File: src/rtl/cursor_pkg.sv
// Shared types and defaults for the cursor sampler slice.
package cursor_pkg;

   localparam int unsigned COORD_W      = 10;
   localparam int unsigned DEF_SCREEN_W = 640;
   localparam int unsigned DEF_SCREEN_H = 480;

   typedef logic [COORD_W-1:0] coord_t;

   typedef enum logic [1:0] {
      ST_IDLE,
      ST_CAPTURE,
      ST_FILTER,
      ST_PUBLISH
   } state_t;

endpackage

File: src/rtl/cursor_sampler_if.sv
// Frame/mouse inputs and published cursor outputs of the cursor sampler.
interface cursor_sampler_if;
   import cursor_pkg::*;

   logic   frame_vs;
   coord_t mouse_x;
   coord_t mouse_y;
   coord_t cursor_x;
   coord_t cursor_y;
   logic   cursor_valid;
   logic   cursor_moved;
   logic   frame_tick;

   modport master (
      output frame_vs, mouse_x, mouse_y,
      input  cursor_x, cursor_y, cursor_valid, cursor_moved, frame_tick
   );

   modport slave (
      input  frame_vs, mouse_x, mouse_y,
      output cursor_x, cursor_y, cursor_valid, cursor_moved, frame_tick
   );

endinterface

File: src/rtl/cursor_axis_filter.sv
// One cursor axis: clamp on capture, boxcar average over 2^AVG_LOG2 frames, publish.
module cursor_axis_filter
   import cursor_pkg::*;
#(
   parameter int unsigned LIMIT    = DEF_SCREEN_W - 1,
   parameter int unsigned AVG_LOG2 = 2
) (
   input  logic   Clk,
   input  logic   Reset,
   input  logic   capture_en,
   input  logic   filter_en,
   input  logic   publish_en,
   input  logic   preload,
   input  coord_t raw,
   output coord_t value,
   output logic   differs_c
);

   localparam int unsigned DEPTH   = 1 << AVG_LOG2;
   localparam int unsigned SUM_W   = COORD_W + AVG_LOG2;
   localparam coord_t      LIMIT_C = COORD_W'(LIMIT);

   coord_t           sample;
   coord_t           hist [DEPTH];
   logic [SUM_W-1:0] sum;
   coord_t           avg_c;

   assign avg_c     = COORD_W'(sum >> AVG_LOG2);
   assign differs_c = (avg_c != value);

   // sum always equals the total of hist, so it cannot exceed DEPTH*LIMIT
   always_ff @(posedge Clk) begin
      if (Reset) begin
         sample <= '0;
         sum    <= '0;
         value  <= '0;
         for (int unsigned i = 0; i < DEPTH; i++) hist[i] <= '0;
      end else begin
         if (capture_en) sample <= (raw > LIMIT_C) ? LIMIT_C : raw;
         if (filter_en) begin
            if (preload) begin
               for (int unsigned i = 0; i < DEPTH; i++) hist[i] <= sample;
               sum <= SUM_W'(sample) << AVG_LOG2;
            end else begin
               hist[0] <= sample;
               for (int unsigned i = 1; i < DEPTH; i++) hist[i] <= hist[i-1];
               sum <= sum + SUM_W'(sample) - SUM_W'(hist[DEPTH-1]);
            end
         end
         if (publish_en) value <= avg_c;
      end
   end

endmodule

File: src/rtl/cursor_sampler.sv
// Samples the mouse position once per VGA frame, filters it and publishes it.
module cursor_sampler
   import cursor_pkg::*;
#(
   parameter int unsigned SCREEN_W = DEF_SCREEN_W,
   parameter int unsigned SCREEN_H = DEF_SCREEN_H,
   parameter int unsigned AVG_LOG2 = 2
) (
   input  logic          Clk,
   input  logic          Reset,
   cursor_sampler_if.slave bus
);

   state_t state;
   logic   sync1, sync2, sync3;
   logic   tick_c;
   logic   first;
   logic   frame_tick;
   logic   cursor_valid;
   logic   cursor_moved;
   logic   capture_c, filter_c, publish_c;
   coord_t x_val, y_val;
   logic   x_diff_c, y_diff_c;

   assign tick_c    = sync2 & ~sync3;
   assign capture_c = (state == ST_CAPTURE);
   assign filter_c  = (state == ST_FILTER);
   assign publish_c = (state == ST_PUBLISH);

   // Sequencer: cursor_valid lands the cycle after PUBLISH, 3 cycles after frame_tick
   always_ff @(posedge Clk) begin
      if (Reset) begin
         state        <= ST_IDLE;
         sync1        <= 1'b0;
         sync2        <= 1'b0;
         sync3        <= 1'b0;
         frame_tick   <= 1'b0;
         cursor_valid <= 1'b0;
         cursor_moved <= 1'b0;
         first        <= 1'b1;
      end else begin
         sync1        <= bus.frame_vs;
         sync2        <= sync1;
         sync3        <= sync2;
         frame_tick   <= tick_c;
         cursor_valid <= 1'b0;
         cursor_moved <= 1'b0;
         case (state)
            ST_IDLE:    if (tick_c) state <= ST_CAPTURE;
            ST_CAPTURE: state <= ST_FILTER;
            ST_FILTER:  state <= ST_PUBLISH;
            ST_PUBLISH: begin
               state        <= ST_IDLE;
               cursor_valid <= 1'b1;
               cursor_moved <= ~first & (x_diff_c | y_diff_c);
               first        <= 1'b0;
            end
            default:    state <= ST_IDLE;
         endcase
      end
   end

   cursor_axis_filter #(
      .LIMIT    (SCREEN_W - 1),
      .AVG_LOG2 (AVG_LOG2)
   ) u_axis_x (
      .Clk        (Clk),
      .Reset      (Reset),
      .capture_en (capture_c),
      .filter_en  (filter_c),
      .publish_en (publish_c),
      .preload    (first),
      .raw        (bus.mouse_x),
      .value      (x_val),
      .differs_c  (x_diff_c)
   );

   cursor_axis_filter #(
      .LIMIT    (SCREEN_H - 1),
      .AVG_LOG2 (AVG_LOG2)
   ) u_axis_y (
      .Clk        (Clk),
      .Reset      (Reset),
      .capture_en (capture_c),
      .filter_en  (filter_c),
      .publish_en (publish_c),
      .preload    (first),
      .raw        (bus.mouse_y),
      .value      (y_val),
      .differs_c  (y_diff_c)
   );

   assign bus.cursor_x     = x_val;
   assign bus.cursor_y     = y_val;
   assign bus.cursor_valid = cursor_valid;
   assign bus.cursor_moved = cursor_moved;
   assign bus.frame_tick   = frame_tick;

endmodule

File: src/flat_wrapper.sv
// flat-port wrapper written by rule: the top's interface ports become plain ports
module cursor_sampler_flat import cursor_pkg::*;
#(
   parameter int unsigned SCREEN_W = DEF_SCREEN_W,
   parameter int unsigned SCREEN_H = DEF_SCREEN_H,
   parameter int unsigned AVG_LOG2 = 2
)
  (Clk, Reset, bus_frame_vs, bus_mouse_x, bus_mouse_y, bus_cursor_x, bus_cursor_y, bus_cursor_valid, bus_cursor_moved, bus_frame_tick);
  cursor_sampler_if bus_i ();
  input  logic Clk;
  input  logic Reset;
  input wire logic [$bits(bus_i.frame_vs)-1:0] bus_frame_vs;
  input wire logic [$bits(bus_i.mouse_x)-1:0] bus_mouse_x;
  input wire logic [$bits(bus_i.mouse_y)-1:0] bus_mouse_y;
  output wire logic [$bits(bus_i.cursor_x)-1:0] bus_cursor_x;
  output wire logic [$bits(bus_i.cursor_y)-1:0] bus_cursor_y;
  output wire logic [$bits(bus_i.cursor_valid)-1:0] bus_cursor_valid;
  output wire logic [$bits(bus_i.cursor_moved)-1:0] bus_cursor_moved;
  output wire logic [$bits(bus_i.frame_tick)-1:0] bus_frame_tick;
  assign bus_i.frame_vs = bus_frame_vs;
  assign bus_i.mouse_x = bus_mouse_x;
  assign bus_i.mouse_y = bus_mouse_y;
  assign bus_cursor_x = bus_i.cursor_x;
  assign bus_cursor_y = bus_i.cursor_y;
  assign bus_cursor_valid = bus_i.cursor_valid;
  assign bus_cursor_moved = bus_i.cursor_moved;
  assign bus_frame_tick = bus_i.frame_tick;
  cursor_sampler #(.SCREEN_W(SCREEN_W), .SCREEN_H(SCREEN_H), .AVG_LOG2(AVG_LOG2)) u_core (.Clk(Clk), .Reset(Reset), .bus(bus_i));
endmodule
File: config.mk
export PLATFORM = sky130hd
export DESIGN_NAME = cursor_sampler_flat
export DESIGN_NICKNAME = d
export VERILOG_FILES = /design/src/rtl/cursor_pkg.sv /design/src/rtl/cursor_sampler_if.sv /design/src/rtl/cursor_axis_filter.sv /design/src/rtl/cursor_sampler.sv /design/src/flat_wrapper.sv
export SDC_FILE = /design/constraint.sdc
export NUM_CORES = 1
export LEC_CHECK = 0
export ABC_AREA = 1
export BUFFER_PORTS_ARGS = -buffer_cell sky130_fd_sc_hd__buf_2
export CAP_MARGIN = 10
export CELL_PAD_IN_SITES_DETAIL_PLACEMENT = 0
export CELL_PAD_IN_SITES_GLOBAL_PLACEMENT = 1
export CORE_MARGIN = 2
export CORE_UTILIZATION = 40
export DETAILED_ROUTE_END_ITERATION = 7
export GPL_TIMING_DRIVEN = 0
export PLACE_DENSITY_LB_ADDON = 0.1
export SYNTH_ARGS = -nofsm -noshare
export SYNTH_HDL_FRONTEND = slang
export SYNTH_HIERARCHICAL = 1
export SYNTH_SLANG_ARGS = --single-unit
File: constraint.sdc
create_clock -name Clk -period 5.9 [get_ports Clk]
set_clock_uncertainty 0.2 [all_clocks]
set_input_delay 0.59 -clock Clk [delete_from_list [all_inputs] [get_ports Clk]]
set_output_delay 0.59 -clock Clk [all_outputs]
set_load 0.005 [all_outputs]
; Word-level counts from Yosys, hierarchy flattened
; Memory sizes are Yosys's and may differ from the RTL's.
; Cells that the tools add are included.
[word_totals]
register_bits = 73
mem_bits_rw = 80
inputBits = 23
output_inout_bits = 23
elab_cells = 85
mem_count = 2
[op_classes]
add_sub_neg = 4
n_lt_le_gt_ge = 2
eq_ne = 6
muxes = 33
bitwise = 22
n_reduce_logical = 2
[mem_list]
columns = memory, words, width, rd, rd_ports_with_merged_regs, wr, line
row1 = u_core.u_axis_x.hist, 4, 10, 4, 0, 4, cursor_axis_filter.sv:24  ; coord_t hist [DEPTH];
row2 = u_core.u_axis_y.hist, 4, 10, 4, 0, 4, cursor_axis_filter.sv:24
[op_table]
columns = cell, n
row1 = two-way mux 10 bit, 18
row2 = adder 12 x 10 -> 12 bit, 2
row3 = two-way mux 12 bit, 2
row4 = subtractor 12 x 10 -> 12 bit, 2
row5 = != test 10 bit, 2
row6 = OR 1 bit, 17
row7 = two-way mux 1 bit, 11
row8 = > comparator 10 bit (second input constant), 1
row9 = > comparator 10 x 9 -> 1 bit (second input constant), 1
row10 = one-hot mux 2 bit (4 select lines), 1
row11 = == test 2 bit (second input constant), 2
row12 = NOT 1 bit, 3
row13 = bitwise AND 1 bit, 2
row14 = == test 2 x 1 -> 1 bit (second input constant), 1
row15 = zero test 2 bit, 1
row16 = two-way mux 2 bit, 1
row17 = != test 2 x 1 -> 1 bit (second input constant), 1
row18 = OR reduction 2 bit, 1

; Logic depth before layout (Yosys ltp)
; Gate-level depths: netlist of the first run.
[logic_depth]
depth_word = 6
ltp_mapped = 14
mapped_depth_nobuf = 14

; Cells and area by module
; The synthesis of the first run kept the hierarchy.
[by_module_without_submodules]
columns = module, n_inst, cells_per_inst, area_each_um2, seq_area_each_um2
row1 = cursor_axis_filter at u_core.u_axis_y, 1, 464, 3888.7, 1841.8
row2 = cursor_axis_filter at u_core.u_axis_x, 1, 450, 3827.4, 1841.8
row3 = cursor_sampler, 1, 45, 377.9, 180.2

; Worst setup path after synthesis of the first run
; Ideal clock, no wire load.
[synth_timing]
path_kind = flip-flop to flip-flop
from = reg u_core.u_axis_y.sample[2]
to = reg u_core.u_axis_y.sum[11]
setup_ns = 0.116
t_arrival_ns = 1.932
required_time_ns = 5.584
path_slack_ns = 3.652
stages_incl_launch_ff = 14
n_path_buf = 0
synth_period_minus_slack_ns = 2.248
cell_sequence = dfxtp_1 > inv_1 > fa_1 > inv_1 > ha_1 > nand2_1 > nand3_1 > nand3_1 > nand2_1 > nand2_1 > nand2_1 > nand2_1 > nand3_1 > nand2_1
[synth_via]
elab_chain_len = 3
[synth_lines]
columns = item, line
row1 = "start, declared", cursor_axis_filter.sv:23  ; coord_t sample;
row2 = "start signal, assigned", cursor_axis_filter.sv:39  ; if (capture_en) sample <= (raw > LIMIT_C) ? LIMIT_C : raw;
row3 = adder 12 x 10 -> 12 bit, cursor_axis_filter.sv:47  ; sum <= sum + SUM_W'(sample) - SUM_W'(hist[DEPTH-1]);
row4 = subtractor 12 x 10 -> 12 bit, cursor_axis_filter.sv:47
row5 = two-way mux 12 bit, cursor_axis_filter.sv:41  ; if (preload) begin
row6 = "end signal, assigned", cursor_axis_filter.sv:43  ; sum <= SUM_W'(sample) << AVG_LOG2;
row7 = "end signal, assigned", cursor_axis_filter.sv:47
row8 = "end, declared", cursor_axis_filter.sv:25  ; logic [SUM_W-1:0] sum;
; No other way between the ends.
; A chain may end at the register's enable or synchronous reset.

==> key figures, run 1 <==
Run status
  – Status: completed

CTS
  – Clk Latency, worst-skew pair: roughly 0.43 ns
  – H-tree Lvls: 4
  – Root Buffer: clkbuf_16
  – Worst-path clk slew: 0.07 ns
  – Longest Clk Path Bufs: 2
  – Num CTS Buffers: 17
  – Postcts setup bufs: 0
  – Clock Sinks: about 150
  – Hold buffer count at cts: 0
  – CTS resizes: 0
  – CTS tree: yes

Synth
  – Post-synth top flop: edfxtp_1
  – Cells after Synth: 959
  – Sequential share of the synthesized area: around 48%
  – Cell taking the most area after synthesis: edfxtp_1
  – Flops & latches, synth: about 150
  – Yosys warns: 6
  – Synth top area cells: edfxtp_1 (30%), dfxtp_1 (18%), nand2_1 (12%), inv_1 (7.8%), fa_1 (4.9%)
  – Post-synth top area share: slightly below 30%
  – Synth Area per Inst: approximately 8.4 um2
  – Number of flops mapped to enable cells by yosys: 80
  – Netlist cell types: 39
  – Mapped cell area: between 0.008 and 0.009 mm2
  – Syn Nets: ~1000
  – Async S/R FF share, synth: 0%

Min path
  – Worst min path class: in -> reg
  – WHS Path Cells: 3

Timing
  – Final hold viol count: 0
  – Max-slew violations: 0
  – FMAX: ~370 MHz
  – RSZ-0062 raised after global routing: no
  – Final setup viols: 0
  – Tcrit/Tclk final: 46.4%
  – Min Tclk post-route: 2.74 ns
  – Setup TNS Final: 0 ns
  – Worst rel slew slack: 57.4%
  – Worst-Margin Slew: 0.635 ns

Place
  – Port Buf Inserts: 45
  – RePlAce Congestion: 0.798
  – Dpl hpwl: 15700 um

Cells and area
  – Final #Nets: ~1100
  – Layout area overhead: 14.4%
  – Area of the multi-input gates: around 0.0034 mm2
  – Layout filler cell count: 2073
  – Post-layout util: a little under half
  – Reg area: between 0.003 and 0.004 mm2
  – # diodes: 0
  – Fraction of layout instances using a drive strength above 1: a little under an eighth

Run
  – Max-cap violations: 0

Floorplan
  – Die width: ~150 um
  – Initial cell density of the core: between 40% and 50%
  – Die Y-Extent: between 100 and 150 um
  – Standard-cell rows: 52
  – Boundary Pins: between 40 and 50
  – Die area: around 0.021 mm2
  – Core area: approximately 0.020 mm2

Setup path
  – Crit. End Element: flop
  – CP required: 5.76 ns
  – R2R setup slack: around 3.2 ns
  – Crit start category: flop
  – CP endpoint: u_core/u_axis_x/hist[0][7]
  – Crit path from: u_core/state[0]
  – CP max FO: 10
  – Reg-to-reg critical path startpoint: u_core/state[0]
  – Kind of critical path: reg -> reg
  – Worst EP arrival: between 2 and 3 ns
  – Reg2reg path depth: 10
  – Worst r2r dst: u_core/u_axis_x/hist[0][7]

Routing
  – WL met3: about 490 um
  – DR vias/cell: 4.81
  – Wirelength per Cell: about 16 um
  – Remaining antenna violation count: 0
  – Met1 WL: 9370 um
  – Drc violations: 0
  – Max layer used: met4
  – Routed WL: between 20000 and 25000 um
  – Met2 routed WL: about 11000 um
  – Vias: between 6000 and 7000
  – DRT Pass-1 Iters: 6
  – DRT iter0 DRCs: approximately 370

Power
  – Pwr/cell area: ~470 mW/mm2
  – Worst vdd ir: 0.228 mV
  – Leakage: approximately 4.4 nW

GRT
  – Grt total ovfl: 0
  – Global-route wire length before repair: between 30000 and 40000 um
  – Vias in the first global route: around 6200
  – Pin count of the biggest net entering global routing: 17
  – Antenna violations before repair: 0
  – GR Util All Layers: around a fifth
-- critical path, cell delays in order, from the launching register on --
cell and delay [ns]:
dfxtp_1 0.35, inv_1 0.13, ha_1 0.24, buf_6 0.19, nand2_4 0.13, nor2_4 0.32, inv_2 0.06, nand2_1 0.07
inv_2 0.07, buf_6 0.15, nand2_1 0.44
-- per-stage QoR --
step / hold WS [ns] / total power [mW] / cell area (um2) / setup WS (ns) / std cells
3_3_place_gp: 0.193 / 3.23 / 8660 / 3.15 / 1274
4_1_cts: 0.144 / 4.37 / 9260 / 3.15 / 1306
5_1_grt: 0.161 / 4.68 / 9260 / 3.02 / 1306
2_1_floorplan: 0.188 / 2.74 / 8090 / 3.65 / 959
6_report: 0.170 / 4.33 / 9260 / 3.16 / 1306
3_5_place_dp: 0.212 / 3.23 / 8660 / 3.16 / 1274
-- final cells by class --
type                            instances  share of cell area [%]
Buffer                                 23                    1.72
Tap cell                              270                    3.65
Clock inverter                         14                    1.73
Timing Repair Buffer                   45                    2.43
Multi-Input combinational cell        605                    36.7
Inverter                              178                    7.33
Clock buffer                           18                    4.74
Sequential cell                       153                    41.7
-- per-layer routing --
layer | global-route usage (%) | vias to the layer above
met2 | 37.7 | 86
met1 | 25.5 | 2957
li1 | - | 3216
met3 | 3.13 | 17
met4 | 5.53 | 0
met5 | 0 | -
-- state kept, by name (all words and copies together), names as in the netlist --
name	cells
u_core/bus.cursor_moved	1
u_core/bus.cursor_valid	1
u_core/bus.frame_tick	1
u_core/first	1
u_core/state	2
u_core/sync1	1
u_core/sync2	1
u_core/sync3	1
u_core/u_axis_x/hist	40
u_core/u_axis_x/sample	10
u_core/u_axis_x/sum	12
u_core/u_axis_x/value	10
u_core/u_axis_y/hist	40
u_core/u_axis_y/sample	10
u_core/u_axis_y/sum	12
u_core/u_axis_y/value	10
-- worst min path at each step --
stage                         startpoint                   endpoint  slack, ns
after floorplan             u_core/sync1               u_core/sync2       0.19
after global placement      u_core/sync1               u_core/sync2       0.19
after detailed placement    u_core/sync1               u_core/sync2       0.21
after CTS                   bus_frame_vs               u_core/sync1       0.14
after global routing        bus_frame_vs               u_core/sync1       0.16
final                     bus_mouse_y[4]  u_core/u_axis_y/sample[4]       0.17
-- kinds of logic (layout without fill, tap and decap cells) --
logic type,count (synthesis),count (layout),share of synthesized area (%)
flops,153,153,47.7
simple gates,402,402,21.1
buf+inv,201,278,10.3
xor+xnor,15,15,1.62
compound gates,138,138,9.63
fa+ha+maj,50,50,9.58
-- synthesized netlist by cell type (all sizes together) (7+ instances only) --
| library cell | instances |
|---|---|
| o21ai | 44 |
| xor2 | 12 |
| o22ai | 13 |
| nand2 | 261 |
| inv | 176 |
| nand4 | 7 |
| edfxtp | 80 |
| nand3b | 8 |
| dfxtp | 73 |
| buf | 14 |
| nor3 | 7 |
| a31oi | 8 |
| clkbuf | 9 |
| a21oi | 53 |
| fa | 20 |
| nor2 | 68 |
| nand3 | 42 |
| ha | 30 |
| a221oi | 7 |
-- power by group --
| part | leakage [nW] | internal [mW] | switching [mW] |
|---|---|---|---|
| Combinational | 2.70 | 0.590 | 1.15 |
| Sequential | 1.43 | 1.35 | 0.123 |
| Clock | 0.298 | 0.645 | 0.469 |
-- placed cells by master (no fill, tap or decap), types with 8 or more instances in the layout --
master     instances
xor2_1            12
buf_6              9
fa_1              20
buf_2             49
a31oi_1            8
edfxtp_1          80
o22ai_1           13
nand3_1           42
nand2_1          256
clkbuf_16         17
nor2_1            58
clkbuf_1           9
inv_1            168
o21ai_0           43
nand3b_1           8
dfxtp_1           73
a21oi_1           53
ha_1              30
Note: power is estimated with default switching activity, not from simulation.
==> inputs of run 2 (changes only) <==
Clock period 5.9 ns to 2.6 ns, I/O delays scaled along.
==> key figures, run 2 (same netlist as run 1, synthesis figures left out) <==
Setup path
  – CP max FO: 5
  – Crit path from: u_core/u_axis_x/sample[5]
  – R2R setup slack: about 0.11 ns
  – Crit start category: flop
  – Reg2reg path depth: 11
  – Crit. End Element: flop
  – CP endpoint: u_core/u_axis_x/sum[10]
  – Worst EP arrival: ~2.6 ns
  – CP required: between 2 and 3 ns
  – Reg-to-reg critical path startpoint: u_core/u_axis_x/sample[5]
  – Worst r2r dst: u_core/u_axis_x/sum[10]
  – Kind of critical path: reg -> reg

Cells and area
  – Most frequent cells in the layout: nand2_1 (250), inv_1 (158), edfxtp_1 (80)
  – Most common cell after layout, fill and taps aside: nand2_1
  – Reg area: between 0.003 and 0.004 mm2
  – Design Area, Final: 0.00969 mm2
  – Top Registers: u_core/u_axis_x/hist (40), u_core/u_axis_y/hist (40)
  – Layout area overhead: 19.7%
  – Fraction of layout instances using a drive strength above 1: between 10% and 20%
  – Final #Nets: approximately 1100
  – Final Non-Filler Cells: 1336
  – Area of the multi-input gates: approximately 0.0035 mm2
  – Layout filler cell count: roughly 2000
  – # diodes: 0

Timing
  – RSZ-0062 raised after global routing: yes
  – Worst-Margin Slew: slightly below 0.8 ns
  – Max-slew violations: 0
  – Min Tclk post-route: approximately 2.5 ns
  – Final hold viol count: 0
  – Tcrit/Tclk final: 95.7%
  – Setup TNS Final: 0 ns
  – FMAX: 402 MHz
  – Final setup viols: 0
  – Worst rel slew slack: ~50%

CTS
  – Num CTS Buffers: 17
  – Root Buffer: clkbuf_16
  – Worst-path clk slew: about 0.070 ns
  – CTS tree: yes
  – H-tree Lvls: 4
  – Clk Latency, worst-skew pair: ~0.43 ns
  – Longest Clk Path Bufs: 2
  – Clock Sinks: between 150 and 200

Power
  – NetSw: a little over 4 mW
  – Worst vdd ir: 0.531 mV
  – Pwr/cell area: approximately 1000 mW/mm2
  – Sequential power share: between 30% and 40%
  – Part of the power in combinational logic: between 40% and 50%
  – Leakage: 4.58 nW
  – Sw frac: roughly two fifths
  – Power share of the clock group: between 20% and 30%
  – Cell-internal power: about 6.1 mW

Routing
  – Wirelength per Cell: 16.2 um
  – Drc violations: 0
  – Routed WL: around 22000 um
  – DRT Pass-1 Iters: 5
  – Vias: around 6400
  – DRT iter0 DRCs: approximately 330
  – DR vias/cell: slightly below 5
  – Remaining antenna violation count: 0

Place
  – Placed Area: a little under 0.009 mm2
  – Port Buf Inserts: 45
  – Dpl hpwl: between 15000 and 20000 um
  – Placed cell count: roughly 1300
  – RePlAce Congestion: ~0.8

Floorplan
  – Die width: between 100 and 150 um
  – Initial cell density of the core: 40.4%
  – Die area: 0.0214 mm2
  – Boundary Pins: 46
  – Standard-cell rows: 52
  – Core area: around 0.020 mm2
  – Die Y-Extent: 146 um

GRT
  – Pin count of the biggest net entering global routing: 17
  – Global-route wire length before repair: 34400 um
  – GR Util All Layers: a little over a fifth
  – Vias in the first global route: 6305
  – Antenna violations before repair: 0
  – Grt total ovfl: 0

Run status
  – Status: completed

Run
  – Max-cap violations: 0

Min path
  – Worst min path class: in -> reg
## run 2: changes by cell type in the layout (fill, tap and decap cells not counted), sizes merged
cell | before | now
buf | 59 | 63
clkinv | 8 | 7
clkinvlp | 0 | 1
dlygate4sd3 | 0 | 26
## run 2: power by group through the flow
stage / logic, mW / registers [mW] / clock network, mW
2_1_floorplan: 2.91 / 3.31 / 0
3_3_place_gp: 3.92 / 3.40 / 0
3_5_place_dp: 3.93 / 3.41 / 0
4_1_cts: 4.00 / 3.36 / 2.60
5_1_grt: 4.86 / 3.42 / 2.68
6_report: 4.26 / 3.37 / 2.53
## run 2: through the flow
stage	worst slack, ns	power [mW]	hold slack, ns	utilization, %
2_1_floorplan	0.352	6.22	0.131	-
3_5_place_dp	-0.136	7.34	0.212	43.2
6_report	0.112	10.2	0.183	48.4
3_3_place_gp	-0.146	7.33	0.193	43.2
5_1_grt	-0.0545	11.0	0.241	48.4
4_1_cts	0.0259	9.96	0.170	47.6
## run 2: routing by layer
metal	up-vias	share of wire [%]	GRT usage (%)
met1	3025	44	25.6
met3	22	2.6	3.13
met4	0	1.1	5.53
li1	3277	-	-
met2	103	52	38.4
met5	-	0	0
## run 2: repair_timing
item                                    4_1_cts  5_1_grt
hold endpoints to repair                     23        0
pin swaps                                     0        4
hold buffers                                 26        0
setup buffers                                 0        4
gates resized for setup                       7       37
endpoints found under the setup margin       45       56
## run 2: how the worst min path moves through the flow
stage / startpoint / end / slack [ns] / cells past startpoint
after global routing: bus_mouse_y[8] / u_core/u_axis_y/sample[4] / 0.24 / 5
after global placement: u_core/sync1 / u_core/sync2 / 0.19 / 2
after floorplan: Reset / u_core/sync1 / 0.13 / 1
after detailed placement: u_core/sync1 / u_core/sync2 / 0.21 / 2
final: bus_mouse_y[8] / u_core/u_axis_y/sample[4] / 0.18 / 5
after CTS: bus_mouse_y[8] / u_core/u_axis_y/sample[4] / 0.17 / 5
## run 2: layout make-up
class	count	share of cell area, %
flip-flops and latches	153	39.9
multi-input cells	605	36.4
inverters	178	7.04
repair buffers	75	5.32
clock buffers	18	4.53
well taps	270	3.49
clock inverters	14	1.65
plain buffers	23	1.64
## run 2: critical path: stages, from the launching register on
cell and delay, ns:
dfxtp_1 0.35, inv_2 0.10, fa_1 0.55, inv_1 0.04, ha_1 0.34, a21oi_1 0.27
nand2_1 0.11, nand2_1 0.09, nand3_1 0.08, nand2_1 0.07, nand3_1 0.07, a21oi_1 0.14
==> inputs of run 3 (changes only) <==
Settings changed: CTS_BUF_LIST set to sky130_fd_sc_hd__clkbuf_16, SKIP_CTS_REPAIR_TIMING set to 1.
==> key figures, run 3 (same netlist as run 1, synthesis figures left out) <==
Run status
  – Status: finished, violations left
  – Failing checks: hold timing

Setup path
  – Crit path max-delay cell type: fa_1
  – Worst EP arrival: between 2 and 3 ns
  – CP required: approximately 2.7 ns
  – CP max FO: 5
  – Reg-to-reg critical path startpoint: u_core/u_axis_y/sample[8]
  – Crit path cell chain: inv_1, fa_1, inv_1, ha_2, nand2_2, nor2_1, nand3_1, nand3_1, nand2_1, nand3_1, a21oi_1
  – Crit. End Element: flop
  – CP max stage delay: 0.55 ns
  – CP dominant cell by count: nand3_1
  – Kind of critical path: reg -> reg
  – Crit start category: flop
  – Crit path from: u_core/u_axis_y/sample[8]

Cells and area
  – Post-layout util: between 40% and 50%
  – Fraction of layout instances using a drive strength above 1: between 10% and 20%
  – Final Non-Filler Cells: 1325
  – Layout filler cell count: 2036
  – Most common cell after layout, fill and taps aside: nand2_1
  – Final #Nets: 1115
  – Most frequent cells in the layout: nand2_1 (249), inv_1 (158), edfxtp_1 (80)
  – Layout area overhead: 18.7%
  – # diodes: 0
  – Top Registers: u_core/u_axis_x/hist (40), u_core/u_axis_y/hist (40)

Power
  – Cell-internal power: a little over 6 mW
  – Worst vdd ir: between 0.5 and 0.6 mV
  – NetSw: 4.10 mW
  – Leakage: approximately 4.5 nW
  – Sequential power share: 33.1%
  – Part of the power in combinational logic: between 40% and 50%
  – Pwr/cell area: roughly 1100 mW/mm2
  – Power share of the clock group: between 20% and 30%
  – Sw frac: between 40% and 50%

GRT
  – Grt total ovfl: 0
  – Pin count of the biggest net entering global routing: 17
  – GR Util All Layers: between 20% and 30%
  – Antenna violations before repair: 0
  – Vias in the first global route: ~6200
  – Global-route wire length before repair: around 34000 um

CTS
  – Worst-path clk slew: 0.07 ns
  – Root Buffer: clkbuf_16
  – H-tree Lvls: 4
  – CTS tree: yes
  – Num CTS Buffers: 17
  – Clk Latency, worst-skew pair: 0.43 ns
  – Clock Sinks: around 150
  – Longest Clk Path Bufs: 2

Timing
  – Min Tclk post-route: about 2.5 ns
  – Fin worst setup slack: about 0.11 ns
  – RSZ-0062 raised after global routing: yes
  – Hold WS: -0.0446 ns
  – Final hold viol count: 4
  – Worst-Margin Slew: ~0.78 ns
  – Worst rel slew slack: 47.7%
  – Final setup viols: 0
  – Tcrit/Tclk final: about 96%
  – FMAX: 402 MHz
  – Max-slew violations: 0

Place
  – Dpl hpwl: 15700 um
  – RePlAce Congestion: around 0.8
  – DP Worst Slack: -0.136 ns
  – Port Buf Inserts: between 40 and 50
  – Placed cell count: around 1300

Floorplan
  – Die Y-Extent: around 150 um
  – Standard-cell rows: 52
  – Die width: between 100 and 150 um
  – Core area: approximately 0.020 mm2
  – Boundary Pins: 46
  – Die area: between 0.02 and 0.025 mm2
  – Initial cell density of the core: between 40% and 50%

Min path
  – Min-Delay Startpoint: bus_mouse_x[3]
  – Worst min path class: in -> reg

Routing
  – Drc violations: 0
  – Remaining antenna violation count: 0
  – DRT iter0 DRCs: slightly above 300
  – Vias: roughly 6300
  – DRT Pass-1 Iters: 5
  – Routed WL: ~21000 um
  – Wirelength per Cell: between 15 and 20 um
  – DR vias/cell: about 4.8

Run
  – Max-cap violations: 0
[run 3: cell count changes in the layout (fill, tap and decap cells not counted)]
cell	before	now
a21oi_1	49	48
nand2_2	7	8
clkbuf_8	1	0
clkinv_1	0	2
ha_1	23	20
nand2_1	250	249
ha_4	5	7
a21oi_4	0	1
clkinvlp_4	1	0
dlygate4sd3_1	26	15
ha_2	2	3
[run 3: layout make-up]
cell class	count	area, um2	share of cell area [%]
inverter	178	678	7.06
clock buffer	17	425	4.43
timing repair buffer	64	405	4.22
buffer	23	159	1.65
multi-input combinational	605	3570	37.1
tap	270	338	3.52
sequential	153	3870	40.3
clock inverter	15	164	1.71
[run 3: through the flow]
step           cell area (um2)  hold slack [ns]  setup TNS, ns  power [mW]
2_1_floorplan             8090            0.131              0        6.22
3_3_place_gp              8660            0.193          -4.25        7.33
3_5_place_dp              8660            0.212          -4.02        7.34
4_1_cts                   9250           -0.184          -4.48        9.88
5_1_grt                   9610          0.00309        -0.0123        11.0
6_report                  9610          -0.0446              0        10.2
[run 3: worst paths after layout]
kind | to | slack, ns | depth (start not counted)
setup / recovery | u_core/u_axis_y/sum[9] | 0.11 | 11
hold reg to reg | u_core/sync2 | 0.22 | 2
setup reg to reg | u_core/u_axis_y/sum[9] | 0.11 | 11
hold / removal | u_core/u_axis_x/sample[3] | -0.04 | 3
[run 3: metal layers]
| metal | GRT usage [%] | wire [um] |
|---|---|---|
| met5 | 0 | 0 |
| met4 | 5.39 | 259 |
| met3 | 3.13 | 473 |
| met2 | 37.7 | 11200 |
| met1 | 25.6 | 9530 |
[run 3: worst max-delay path: cells and delay by family (launching register included)]
family / cells / cell delay [ns]
AOI/OAI and AO/OA: 1 / 0.09
adders and majority gates: 2 / 0.92
buffers and inverters: 2 / 0.16
DFF: 1 / 0.32
and+or+nand+nor: 6 / 0.62
[run 3: power groups by stage]
| stage | Clock [mW] | Combinational, mW | Sequential, mW |
|---|---|---|---|
| final | 2.50 | 4.32 | 3.37 |
| after global routing | 2.65 | 4.93 | 3.42 |
| after CTS | 2.56 | 3.96 | 3.36 |
| after detailed placement | 0 | 3.93 | 3.41 |
| after global placement | 0 | 3.92 | 3.40 |
| after floorplan | 0 | 2.91 | 3.31 |
